File: config.mk
export PLATFORM = sky130hd
export DESIGN_NAME = seq_serial_rx
export DESIGN_NICKNAME = d
export VERILOG_FILES = /design/src/rtl/seq_serial_rx.sv
export SDC_FILE = /design/constraint.sdc
export NUM_CORES = 1
export LEC_CHECK = 0
export BUFFER_PORTS_ARGS = -buffer_cell sky130_fd_sc_hd__buf_2
export CAP_MARGIN = 20
export CORE_UTILIZATION = 49
export CTS_CLUSTER_SIZE = 40
export DETAILED_ROUTE_END_ITERATION = 7
export GPL_TIMING_DRIVEN = 0
export PLACE_DENSITY = 0.77
export REMOVE_ABC_BUFFERS = 1
export SYNTH_ARGS = -nofsm -noshare
export SYNTH_HDL_FRONTEND = slang
export SYNTH_SLANG_ARGS = --single-unit
export TNS_END_PERCENT = 50
File: constraint.sdc
create_clock -name clk -period 1.4 [get_ports clk]
set_input_delay 0.07 -clock clk [delete_from_list [all_inputs] [get_ports clk]]
set_output_delay 0.07 -clock clk [all_outputs]
set_load 0.01 [all_outputs]
File: src/rtl/seq_serial_rx.sv
// Serial frame receiver: start bit, WIDTH data bits LSB-first, one stop bit.
// A received word is held in a one-entry valid/ready buffer until consumed.
// frame_err and overrun are single-cycle pulses reporting bad stop bits and
// good frames lost because the buffer was still full.
module seq_serial_rx #(
    parameter int WIDTH = 8
) (
    input  logic             clk,
    input  logic             rst_n,
    input  logic             d,
    output logic [WIDTH-1:0] data,
    output logic             valid,
    input  logic             ready,
    output logic             busy,
    output logic             frame_err,
    output logic             overrun
);

    localparam int CNT_W = $clog2(WIDTH + 1);

    typedef enum logic [1:0] {
        IDLE,
        DATA,
        STOP,
        BREAK
    } state_t;

    state_t           state_q;
    logic [WIDTH-1:0] shift_q;
    logic [WIDTH-1:0] shift_d;
    logic [CNT_W-1:0] cnt_q;
    logic [WIDTH-1:0] data_q;
    logic             valid_q;
    logic             busy_q;
    logic             frame_err_q;
    logic             overrun_q;
    logic             consume;

    // Right shift with the incoming bit entering at the MSB, so the first
    // data bit ends up in bit 0 once all WIDTH bits have arrived.
    always_comb begin
        shift_d            = shift_q >> 1;
        shift_d[WIDTH-1]   = d;
    end

    assign consume = valid_q && ready;

    // Receive FSM, bit counter, shift register and output buffer; the
    // buffer's consume is applied first so a same-edge commit overrides it.
    always_ff @(posedge clk or negedge rst_n) begin
        if (!rst_n) begin
            state_q     <= IDLE;
            shift_q     <= '0;
            cnt_q       <= '0;
            data_q      <= '0;
            valid_q     <= 1'b0;
            busy_q      <= 1'b0;
            frame_err_q <= 1'b0;
            overrun_q   <= 1'b0;
        end else begin
            frame_err_q <= 1'b0;
            overrun_q   <= 1'b0;
            if (consume) begin
                valid_q <= 1'b0;
            end
            case (state_q)
                IDLE: begin
                    if (!d) begin
                        state_q <= DATA;
                        cnt_q   <= '0;
                        busy_q  <= 1'b1;
                    end
                end
                DATA: begin
                    shift_q <= shift_d;
                    cnt_q   <= cnt_q + CNT_W'(1);
                    if (cnt_q == CNT_W'(WIDTH - 1)) begin
                        state_q <= STOP;
                    end
                end
                STOP: begin
                    if (d) begin
                        state_q <= IDLE;
                        busy_q  <= 1'b0;
                        if (!valid_q || ready) begin
                            data_q  <= shift_q;
                            valid_q <= 1'b1;
                        end else begin
                            overrun_q <= 1'b1;
                        end
                    end else begin
                        frame_err_q <= 1'b1;
                        state_q     <= BREAK;
                    end
                end
                BREAK: begin
                    if (d) begin
                        state_q <= IDLE;
                        busy_q  <= 1'b0;
                    end
                end
                default: begin
                    state_q <= IDLE;
                    busy_q  <= 1'b0;
                end
            endcase
        end
    end

    assign data      = data_q;
    assign valid     = valid_q;
    assign busy      = busy_q;
    assign frame_err = frame_err_q;
    assign overrun   = overrun_q;

endmodule

# After elaboration in Yosys (flattened, before gate mapping)
# Index checks and enable logic that the tools add are counted.
# totals
register_bits,26
out_inout_bits,12
elab_cells,47
in_bits,4
# classes
addsub,1
n_reduce_logical,11
n_eq_ne,8
mux,19
# op_table
cell,n
2-to-1 mux 1 bit,11
AND reduction 3 bit,3
2-to-1 mux 2 bit,4
case mux 2 bit (4 select lines),1
case mux 4 bit (2 select lines),1
!= test 2 bit (second input constant),3
adder 4 x 1 -> 4 bit (second input constant),1
equality test 2 bit (second input constant),2
equality test 4 x 3 -> 1 bit (second input constant),1
2-to-1 mux 4 bit,1
nonzero test 2 bit,2
equality test 2 x 1 -> 1 bit (second input constant),1
zero test 2 bit,1
!= test 2 x 1 -> 1 bit (second input constant),1
case mux 1 bit (2 select lines),1
AND reduction 2 bit,1
OR reduction 2 bit,1
logical AND 1 bit,1
zero test 1 bit,1
logical OR 1 bit,1

# Depth between registers and ports, before layout
# Gate-level depths: netlist of the first run.
# depth
word_depth,5
ltp_mapped,5
mapped_depth_nobuf,4

# Worst setup path before layout of the first run
# No wires, ideal clock.
# synth_timing
path_type,reg-to-reg
startpoint,reg state_q[0]
endpoint,reg data_q[0] (netlist: data[0])
period_less_slack_ps,1289
path_buffers,1
setup_time_ps,125
stages_incl_launch_ff,5
path_slack_ps,111
arrival_ps,1163
required_ps,1275
path_cell_list,dfrtp_1 nand3b_4 nor2b_2 buf_6 mux2_4
# synth_between
elab_chain_len,2
# synth_lines
item,line,rtl
from (decl),28,state_t state_q;
from (signal assigned),52,state_q <= IDLE;
from (signal assigned),69,state_q <= DATA;
from (signal assigned),78,state_q <= STOP;
equality test 2 bit,66,case (state_q)
AND reduction 3 bit (no source line),-,
to (signal assigned),86,data_q <= shift_q;
to (decl),32,logic [WIDTH-1:0] data_q;
# Every way passes these cells.
# A chain may end at the register's enable or synchronous reset.

# Worst setup path after layout of the first run
# layout_timing
startpoint,reg state_q[0]
endpoint,reg data_q[2] (netlist: data[2])
# The elaborated chain is that of the path after synthesis.

==> metrics.md, run 1 <==
| Metric | Value |
|---|---|
| CP delay by family, top | flip-flops |
| CTS Root Buffer Type | clkbuf_4 |
| Starting Density | 53.8% |
| Dpl ws | -0.224 ns |
| Cell Pwr Density | 2190 mW/mm² |
| Worst-path fanout max | 4 |
| Fin cells | 124 |
| EDFF count, synth | 0 |
| H-tree depth | 1 |
| Fill cells | 170 |
| Hold Crit Start | d |
| Reg2Reg Depth | 4 |
| Die area | 0.00241 mm² |
| Gr ovfl total | 0 |
| Vias in the first global route | 626 |
| Worst stage delay on the critical path | 0.44 ns |
| Cell area after synthesis | 0.00109 mm² |
| Routed vias/inst | 5.09 |
| Post-DRT Antenna Nets | 0 |
| Post-synth top area cell | dfrtp_1 |
| Deepest clock path buffer count | 2 |
| CP max stage cell | dfrtp_2 |
| First-iteration detailed-routing DRC count | 1 |
| Cell count after synthesis | 75 |
| Largest net degree at the start of global routing | 27 |
| Buf/Inv on CP | 1 |
| DRC errors left | 0 |
| # diodes | 0 |
| Tot Pwr | 2770 µW |
| Share of post-route cells with drive strength above 1 | 39.2% |
| First-pass GRT wire length | 2800 µm |
| Max_slew headroom | 62.1% |
| Setup WS post-layout | 0.0866 ns |
| Nets | 103 |
| RSZ-0062 raised after global routing | false |
| Final setup violation count | 0 |
| Worst Path Arrival | 1.52 ns |
| Worst skew pair latency | 0.30 ns |
| Worst vdd ir | 1.43 mV |
| Worst Tran Pin Value | 0.568 ns |
| RePlAce Congestion | 0.671 |
| Synth Warn # | 0 |
| Drt wl/cell | 13.3 µm |
| GRT Util Overall | 15.4% |
| Yosys cell types | 27 |
| Drt first pass iters | 2 |
| Commonest cells post-synth | 26 x dfrtp_1, 8 x mux2_4, 7 x mux2_1 |
| Max Transition Viols Final | 0 |
| Clk sinks | 26 |
| Lkg Pwr | 0.000636 µW |
| Worst Hold Depth | 2 |
| TritonCTS clock tree | built |
| Synth Flop Type | dfrtp_1 |
| WP data required | 1.61 ns |
| Register area share after synthesis | 59.8% |
| Crit path time final | 1.31 ns |
| Largest cells by area after synthesis | dfrtp_1 60%, mux2_4 11%, mux2_1 7.2% |
| Inserted Clock Buffers | 3 |
| Fin crit share | 93.8% |
| Final Skew | 0.00155 ns |
| Site Rows | 16 |
| Number of port buffers | 15 |
| CP Class | flop to flop |
| Worst hold path class | input port to flop |
| Dpl cells | 114 |
| WHS Endpoint | state_q[0]$_DFFE_PN0P_ |
| Die Ht | 49.1 µm |
| Routed via count | 631 |
| Post-synth top area share | 59.8% |
| Total Routed Length | 1650 µm |
| Fmax | 761 MHz |
| Status | finished clean |
| Most frequent cell after synthesis | dfrtp_1 |
| Sum of negative setup slack | 0 ns |
| Syn-to-layout area delta | 16.2% |
| Final Hold Viols | 0 |
| Avg Inst Size Synth | 14.5 µm² |
| R2R setup slack | 0.09 ns |
| Ports | 16 |
| DIE WIDTH | 49.1 µm |
| Antenna violations before repair | 0 |
| Critical path launch point type | flop |
| Reg2reg start | state_q[0]$_DFFE_PN0P_ |
| Max-cap violation count | 0 |
| Worst path cell trace | nand3b_4, nor2b_4, buf_4, mux2_4 |
| CP Capture Type | flop |
| Clock-pin slew on the worst setup and hold paths | 0.13 ns |
| Crit path depth | 4 |
| Core ar. | 0.00202 mm² |
| Crit Reg-Reg Endpoint | data[2]$_DFFE_PN0P_ |
| Post-Route Utilization | 62.5% |
| Post-synthesis async set-or-reset flop share | 100% |
| Post-synthesis register bit count | 26 |
| HPWL Detailed | 1130 µm |
## worst max path at each step
stage,slack [ns],endpoint,start
CTS,0.03,data[2]$_DFFE_PN0P_,state_q[0]$_DFFE_PN0P_
floorplan,-0.06,data[0]$_DFFE_PN0P_,state_q[0]$_DFFE_PN0P_
global placement,-0.21,data[0]$_DFFE_PN0P_,state_q[0]$_DFFE_PN0P_
finish,0.09,data[2]$_DFFE_PN0P_,state_q[0]$_DFFE_PN0P_
global route,0.05,data[2]$_DFFE_PN0P_,state_q[0]$_DFFE_PN0P_
detailed placement,-0.22,data[2]$_DFFE_PN0P_,state_q[0]$_DFFE_PN0P_
## registers in the layout, summed over array words and instances, names as in the netlist
register   cells
cnt_q          4
frame_err      1
overrun        1
busy           1
state_q        2
data           8
shift_q        8
valid          1
## logic make-up after synthesis
| kind of cell | synth area share, % |
|---|---|
| multiplexers | 19.2 |
| AO/OA/AOI/OAI | 6.21 |
| AND/OR/NAND/NOR | 10.7 |
| adder cells (fa/ha/maj) | 1.15 |
| buffers and inverters | 2.88 |
| flip-flops | 59.8 |
## worst register-to-register path: cells and delay by family, from the launching register on
family | cells | cell delay [ns]
AND/OR/NAND/NOR | 2 | 0.32
flip-flops | 1 | 0.44
multiplexers | 1 | 0.30
buffers and inverters | 1 | 0.15
## per-stage QoR
stage                     area [µm²]  hold WS (ns)
final                           1260        0.0169
after global routing            1260        0.0189
after CTS                       1250       0.00226
after detailed placement        1170        0.0997
after global placement          1170        0.0845
after floorplan                 1060        -0.226
## final cells by class
class                   instances  area, µm²  share of cell area (%)
multi-input cells              44        410                    32.5
inverters                       2       7.51                   0.594
well taps                      27       33.8                    2.67
clock buffers                   4       36.3                    2.87
repair buffers                 21        123                    9.70
flip-flops and latches         26        653                    51.7
## power breakdown
group | switching, µW | internal, µW | total [µW]
sequential | 251 | 1100 | 1350
clock | 202 | 159 | 361
combinational | 459 | 605 | 1060
## cell usage in the layout, fill, tap and decap left out, types with 3 or more instances in the layout
cell | netlist | routed
dfrtp_1 | 26 | 24
clkbuf_4 | 0 | 3
mux2_4 | 8 | 8
o21ai_1 | 3 | 3
nor2_1 | 3 | 3
buf_2 | 1 | 15
mux2_1 | 7 | 7
nand2_1 | 3 | 3
buf_4 | 1 | 5
## layer usage
| metal | global-route usage, % | vias to the layer above | share of wire (%) | wire [µm] |
|---|---|---|---|---|
| met3 | 3.12 | 0 | 3.5 | 57 |
| met5 | 0 | - | 0 | 0 |
| met4 | 4.41 | 0 | 0 | 0 |
| met1 | 19.7 | 311 | 47 | 778 |
| met2 | 26.3 | 12 | 49 | 814 |
| li1 | - | 308 | - | - |
## repair_timing
action / CTS / global route
endpoints found under the hold margin: 26 / 0
setup endpoints to repair: 8 / 8
hold buffers: 1 / 0
gates resized for setup: 1 / 2
setup buffers: 3 / 2
(Power assumes the default switching activity.)
==> inputs of run 2 (changes only) <==
--- a/config.mk
+++ b/config.mk
@@ -11,6 +11,7 @@
 export CTS_CLUSTER_SIZE = 40
 export DETAILED_ROUTE_END_ITERATION = 7
 export GPL_TIMING_DRIVEN = 0
+export HOLD_SLACK_MARGIN = 0.1
 export PLACE_DENSITY = 0.77
 export REMOVE_ABC_BUFFERS = 1
 export SYNTH_ARGS = -nofsm -noshare
==> metrics.md, run 2 (same netlist as run 1, synthesis figures left out) <==
| Metric | Value |
|---|---|
| Status | finished clean (unchanged) |
| Fmax | 760 MHz (was 761 MHz) |
| Crit Reg-Reg Endpoint | data[2]$_DFFE_PN0P_ (unchanged) |
| Ports | 16 (unchanged) |
| Final Skew | 0.00254 ns (was 0.00155 ns) |
| Die area | 0.00241 mm² (unchanged) |
| Cell Pwr Density | 2160 mW/mm² (was 2190 mW/mm²) |
| GRT Util Overall | 15.4% (unchanged) |
| Drt first pass iters | 4 (was 2) |
| RePlAce Congestion | 0.671 (unchanged) |
| Antenna violations before repair | 0 (unchanged) |
| Reg2reg start | state_q[0]$_DFFE_PN0P_ (unchanged) |
| CTS Root Buffer Type | clkbuf_4 (unchanged) |
| Clk sinks | 26 (unchanged) |
| Drt wl/cell | 13.1 µm (was 13.3 µm) |
| Fin crit share | 94.0% (was 93.8%) |
| Syn-to-layout area delta | 18.1% (was 16.2%) |
| Worst-path fanout max | 4 (unchanged) |
| Worst Tran Pin Value | 0.558 ns (was 0.568 ns) |
| CP delay by family, top | flip-flops (unchanged) |
| HPWL Detailed | 1130 µm (unchanged) |
| Final Hold Viols | 0 (unchanged) |
| Dpl ws | -0.224 ns (unchanged) |
| RSZ-0062 raised after global routing | false (unchanged) |
| Worst Setup SP | state_q[0]$_DFFE_PN0P_ (unchanged) |
| Crit path time final | 1.32 ns (was 1.31 ns) |
| Crit path depth | 4 (unchanged) |
| Site Rows | 16 (unchanged) |
| Final setup violation count | 0 (unchanged) |
| Most frequent cells in the layout | 24 x dfrtp_1, 15 x buf_2, 8 x mux2_4 (unchanged) |
| Buf/Inv on CP | 1 (unchanged) |
| Max_slew headroom | 62.8% (was 62.1%) |
| Lkg Pwr | 0.000644 µW (was 0.000636 µW) |
| H-tree depth | 1 (unchanged) |
| # diodes | 0 (unchanged) |
| Worst stage delay on the critical path | 0.44 ns (about the same) |
| WP data required | 1.61 ns (about the same) |
| Worst vdd ir | 1.43 mV (about the same) |
| Clock-pin slew on the worst setup and hold paths | 0.13 ns (about the same) |
| Sum of negative setup slack | 0 ns (unchanged) |
| Nets | 105 (was 103) |
| Max-cap violation count | 0 (unchanged) |
| DRC errors left | 0 (unchanged) |
| Worst Path Arrival | 1.52 ns (about the same) |
| Max Transition Viols Final | 0 (unchanged) |
| Core ar. | 0.00202 mm² (unchanged) |
| Reg2Reg Depth | 4 (unchanged) |
| CP Capture Type | flop (unchanged) |
| Critical Path End | data[2]$_DFFE_PN0P_ (unchanged) |
| DIE WIDTH | 49.1 µm (unchanged) |
| Largest net degree at the start of global routing | 27 (unchanged) |
| Total Routed Length | 1650 µm (about the same) |
| First-pass GRT wire length | 2820 µm (was 2800 µm) |
| Die Ht | 49.1 µm (unchanged) |
| Worst path cell trace | nand3b_4, nor2b_4, buf_4, mux2_4 (unchanged) |
| First-iteration detailed-routing DRC count | 2 (was 1) |
| Setup WS post-layout | 0.0847 ns (was 0.0866 ns) |
| Number of port buffers | 15 (unchanged) |
| Routed via count | 639 (was 631) |
| Post-DRT Antenna Nets | 0 (unchanged) |
| Starting Density | 53.8% (unchanged) |
| Inserted Clock Buffers | 3 (unchanged) |
| Critical path launch point type | flop (unchanged) |
| Commonest non-fill, non-tap cell in the layout | dfrtp_1 (unchanged) |
| CP max stage cell | dfrtp_2 (unchanged) |
| Worst skew pair latency | 0.31 ns (was 0.30 ns) |
| Gr ovfl total | 0 (unchanged) |
| Vias in the first global route | 633 (was 626) |
| Routed vias/inst | 5.07 (was 5.09) |
| R2R setup slack | 0.08 ns (was 0.09 ns) |
| Worst hold path class | input port to async pin (was input port to flop) |
| CP Class | flop to flop (unchanged) |
| TritonCTS clock tree | built (unchanged) |
| Deepest clock path buffer count | 2 (unchanged) |
| Share of post-route cells with drive strength above 1 | 38.4% (was 39.2%) |
-- run 2: worst register-to-register path, delay by kind of cell, from the launching register on --
kind / cells / cell delay (ns)
buffers and inverters: 1 / 0.15
DFF: 1 / 0.44
muxes: 1 / 0.30
and+or+nand+nor: 2 / 0.32
-- run 2: what timing repair did --
action                                  4_1_cts  5_1_grt
setup buffers                                 3        2
hold buffers                                  3        0
endpoints found under the setup margin        8        8
hold endpoints to repair                     30        0
resized for setup                             1        2
-- run 2: cell type report --
cell class              count  area (µm²)
clock buffers               4        36.3
multi-input cells          44         410
repair buffers             23         143
flip-flops and latches     26         653
inverters                   2        7.51
fillers                   168         738
well taps                  27        33.8
-- run 2: metal layers --
metal / track usage (%) / up-vias / routed length (µm)
met5: 0 / - / 0
met4: 4.41 / 0 / 0
met3: 3.12 / 0 / 56
met2: 26.0 / 12 / 820
met1: 19.9 / 315 / 774
li1: - / 312 / -
-- run 2: worst min path at each step --
stage / end / startpoint / cells past startpoint / slack, ns
2_1_floorplan: busy$_DFFE_PN0P_ / rst_n / 0 / -0.23
3_3_place_gp: data[5]$_DFFE_PN0P_ / rst_n / 1 / 0.08
3_5_place_dp: data[6]$_DFFE_PN0P_ / rst_n / 1 / 0.1
5_1_grt: data[5]$_DFFE_PN0P_ / rst_n / 2 / 0.33
4_1_cts: data[6]$_DFFE_PN0P_ / rst_n / 2 / 0.28
6_report: data[4]$_DFFE_PN0P_ / rst_n / 2 / 0.27
-- run 2: power breakdown --
part / switching [µW] / total (µW) / internal, µW / leakage [µW]
combinational: 459 / 1070 / 609 / 0.000307
sequential: 250 / 1350 / 1100 / 0.000317
clock: 202 / 361 / 159 / 0.0000210
-- run 2: stage by stage --
step | instance area, µm² | total power (µW) | hold slack, ns | instances | util (%)
global route | 1280 | 2980 | 0.330 | 126 | 63.5
detailed placement | 1170 | 2390 | 0.0997 | 114 | 58.0
CTS | 1270 | 2780 | 0.280 | 124 | 62.6
floorplan | 1060 | 2080 | -0.226 | 72 | -
global placement | 1170 | 2330 | 0.0845 | 114 | 58.0
finish | 1280 | 2780 | 0.266 | 126 | 63.5
==> inputs of run 3 (changes only) <==
--- a/config.mk
+++ b/config.mk
@@ -5,7 +5,7 @@
 export SDC_FILE = /design/constraint.sdc
 export NUM_CORES = 1
 export LEC_CHECK = 0
-export BUFFER_PORTS_ARGS = -buffer_cell sky130_fd_sc_hd__buf_2
+export BUFFER_PORTS_ARGS = -buffer_cell sky130_fd_sc_hd__buf_4
 export CAP_MARGIN = 20
 export CORE_UTILIZATION = 49
 export CTS_CLUSTER_SIZE = 40
==> metrics.md, run 3 (same netlist as run 1, synthesis figures left out) <==
| Metric | Value |
|---|---|
| Setup WS post-layout | 0.0786 ns (was 0.0847 ns) |
| CP Capture Type | flop (unchanged) |
| Inserted Clock Buffers | 3 (unchanged) |
| Syn-to-layout area delta | 21.4% (was 18.1%) |
| Final Hold Viols | 0 (unchanged) |
| Status | finished clean (unchanged) |
| Worst Tran Pin Value | 0.322 ns (was 0.558 ns) |
| Worst-path fanout max | 6 (was 4) |
| Share of post-route cells with drive strength above 1 | 37.8% (was 38.4%) |
| # diodes | 0 (unchanged) |
| TritonCTS clock tree | built (unchanged) |
| Core ar. | 0.00202 mm² (unchanged) |
| DRC errors left | 0 (unchanged) |
| Most frequent cells in the layout | 24 x dfrtp_1, 19 x buf_4, 8 x mux2_4 (was 24 x dfrtp_1, 15 x buf_2, 8 x mux2_4) |
| Buf/Inv on CP | 1 (unchanged) |
| Commonest non-fill, non-tap cell in the layout | dfrtp_1 (unchanged) |
| DIE WIDTH | 49.1 µm (unchanged) |
| H-tree depth | 1 (unchanged) |
| Tot Pwr | 2790 µW (was 2780 µW) |
| CP max stage cell | dfrtp_2 (unchanged) |
| Dpl cells | 114 (unchanged) |
| RePlAce Congestion | 0.653 (was 0.671) |
| Nets | 105 (unchanged) |
| Starting Density | 53.8% (unchanged) |
| Site Rows | 16 (unchanged) |
| Fmax | 757 MHz (was 760 MHz) |
| Critical path launch point type | flop (unchanged) |
| Clock-pin slew on the worst setup and hold paths | 0.12 ns (was 0.13 ns) |
| Gr ovfl total | 0 (unchanged) |
| Worst Path Arrival | 1.53 ns (was 1.52 ns) |
| Worst skew pair latency | 0.31 ns (about the same) |
| Max-cap violation count | 0 (unchanged) |
| Total Routed Length | 1640 µm (was 1650 µm) |
| First-iteration detailed-routing DRC count | 8 (was 2) |
| Fin cells | 125 (was 126) |
| Max_slew headroom | 78.5% (was 62.8%) |
| Deepest clock path buffer count | 2 (unchanged) |
| Final Skew | 0.00317 ns (was 0.00254 ns) |
| Antenna violations before repair | 0 (unchanged) |
| Lkg Pwr | 0.000648 µW (was 0.000644 µW) |
| RSZ-0062 raised after global routing | false (unchanged) |
| Cell Pwr Density | 2120 mW/mm² (was 2160 mW/mm²) |
| Routed via count | 634 (was 639) |
| Drt first pass iters | 3 (was 4) |
| GRT Util Overall | 15.6% (was 15.4%) |
| Ports | 16 (unchanged) |
| Die Ht | 49.1 µm (unchanged) |
| CP delay by family, top | flip-flops (unchanged) |
| Routed vias/inst | 5.07 (about the same) |
| Fin crit share | 94.4% (was 94.0%) |
| First-pass GRT wire length | 2770 µm (was 2820 µm) |
| Largest net degree at the start of global routing | 27 (unchanged) |
| Clk sinks | 26 (unchanged) |
| Number of port buffers | 15 (unchanged) |
| Worst vdd ir | 1.36 mV (was 1.43 mV) |
| Max Transition Viols Final | 0 (unchanged) |
| CTS Root Buffer Type | clkbuf_4 (unchanged) |
| Post-DRT Antenna Nets | 0 (unchanged) |
| Worst stage delay on the critical path | 0.45 ns (was 0.44 ns) |
| Hold slack | 0.190 ns (was 0.266 ns) |
| Worst hold path class | input port to async pin (unchanged) |
| HPWL Detailed | 1130 µm (about the same) |
| Dpl ws | -0.219 ns (was -0.224 ns) |
| CP Class | flop to flop (unchanged) |
| Fill cells | 156 (was 168) |
| Final setup violation count | 0 (unchanged) |
| Vias in the first global route | 629 (was 633) |
| Worst path cell trace | nand3b_4, nor2b_4, buf_12, mux2_4 (was nand3b_4, nor2b_4, buf_4, mux2_4) |
| WP data required | 1.61 ns (about the same) |
| Crit path time final | 1.32 ns (about the same) |
| Sum of negative setup slack | 0 ns (unchanged) |
| Die area | 0.00241 mm² (unchanged) |
| Drt wl/cell | 13.1 µm (about the same) |
-- run 3: final cells by class --
class / instances / area [µm²] / share of cell area [%]
flip-flops and latches: 26 / 653 / 49.5
clock buffers: 3 / 22.5 / 1.71
repair buffers: 23 / 193 / 14.6
inverters: 2 / 7.51 / 0.569
well taps: 27 / 33.8 / 2.56
multi-input cells: 44 / 410 / 31.1
-- run 3: per-stage QoR --
stage / util [%] / area, µm²
3_5_place_dp: 59.8 / 1210
3_3_place_gp: 59.8 / 1210
4_1_cts: 64.4 / 1300
6_report: 65.3 / 1320
5_1_grt: 65.3 / 1320
2_1_floorplan: - / 1060
-- run 3: where the power goes --
group	internal, µW	total [µW]	leakage, µW	switching (µW)
Clock	101	294	0.0000138	194
Combinational	681	1140	0.000317	460
Sequential	1100	1360	0.000317	261
Total	1880	2790	0.000648	915
-- run 3: final timing paths --
check	from	to	slack [ns]	cells past startpoint
max	state_q[0]$_DFFE_PN0P_	data[1]$_DFFE_PN0P_	0.08	4
min	rst_n	shift_q[5]$_DFFE_PN0P_	0.19	2
max reg2reg	state_q[0]$_DFFE_PN0P_	data[1]$_DFFE_PN0P_	0.08	4
min reg2reg	shift_q[0]$_DFFE_PN0P_	shift_q[0]$_DFFE_PN0P_	0.52	1
max in group asynchronous	rst_n	state_q[0]$_DFFE_PN0P_	0.95	2
min in group clk	shift_q[0]$_DFFE_PN0P_	shift_q[0]$_DFFE_PN0P_	0.52	1
-- run 3: timing repair --
item | in CTS | in global routing
endpoints found under the hold margin | 31 | 0
gates resized for setup | 1 | 2
hold buffers | 3 | 0
cloned | 0 | 0
pin swaps | 0 | 0
endpoints found under the setup margin | 8 | 8
setup buffers | 3 | 2
-- run 3: worst register-to-register path: stages, from the launching register on --
cell and delay [ns]:
dfrtp_2 0.45, nand3b_4 0.18, nor2b_4 0.16, buf_12 0.14
mux2_4 0.29
-- run 3: metal layers --
| layer | part of all wire, % | up-vias | GRT usage (%) |
|---|---|---|---|
| li1 | - | 304 | - |
| met1 | 46 | 312 | 18.4 |
| met2 | 49 | 14 | 26.5 |
| met3 | 3.2 | 4 | 1.87 |
| met4 | 1.8 | 0 | 10.3 |
| met5 | 0 | - | 0 |
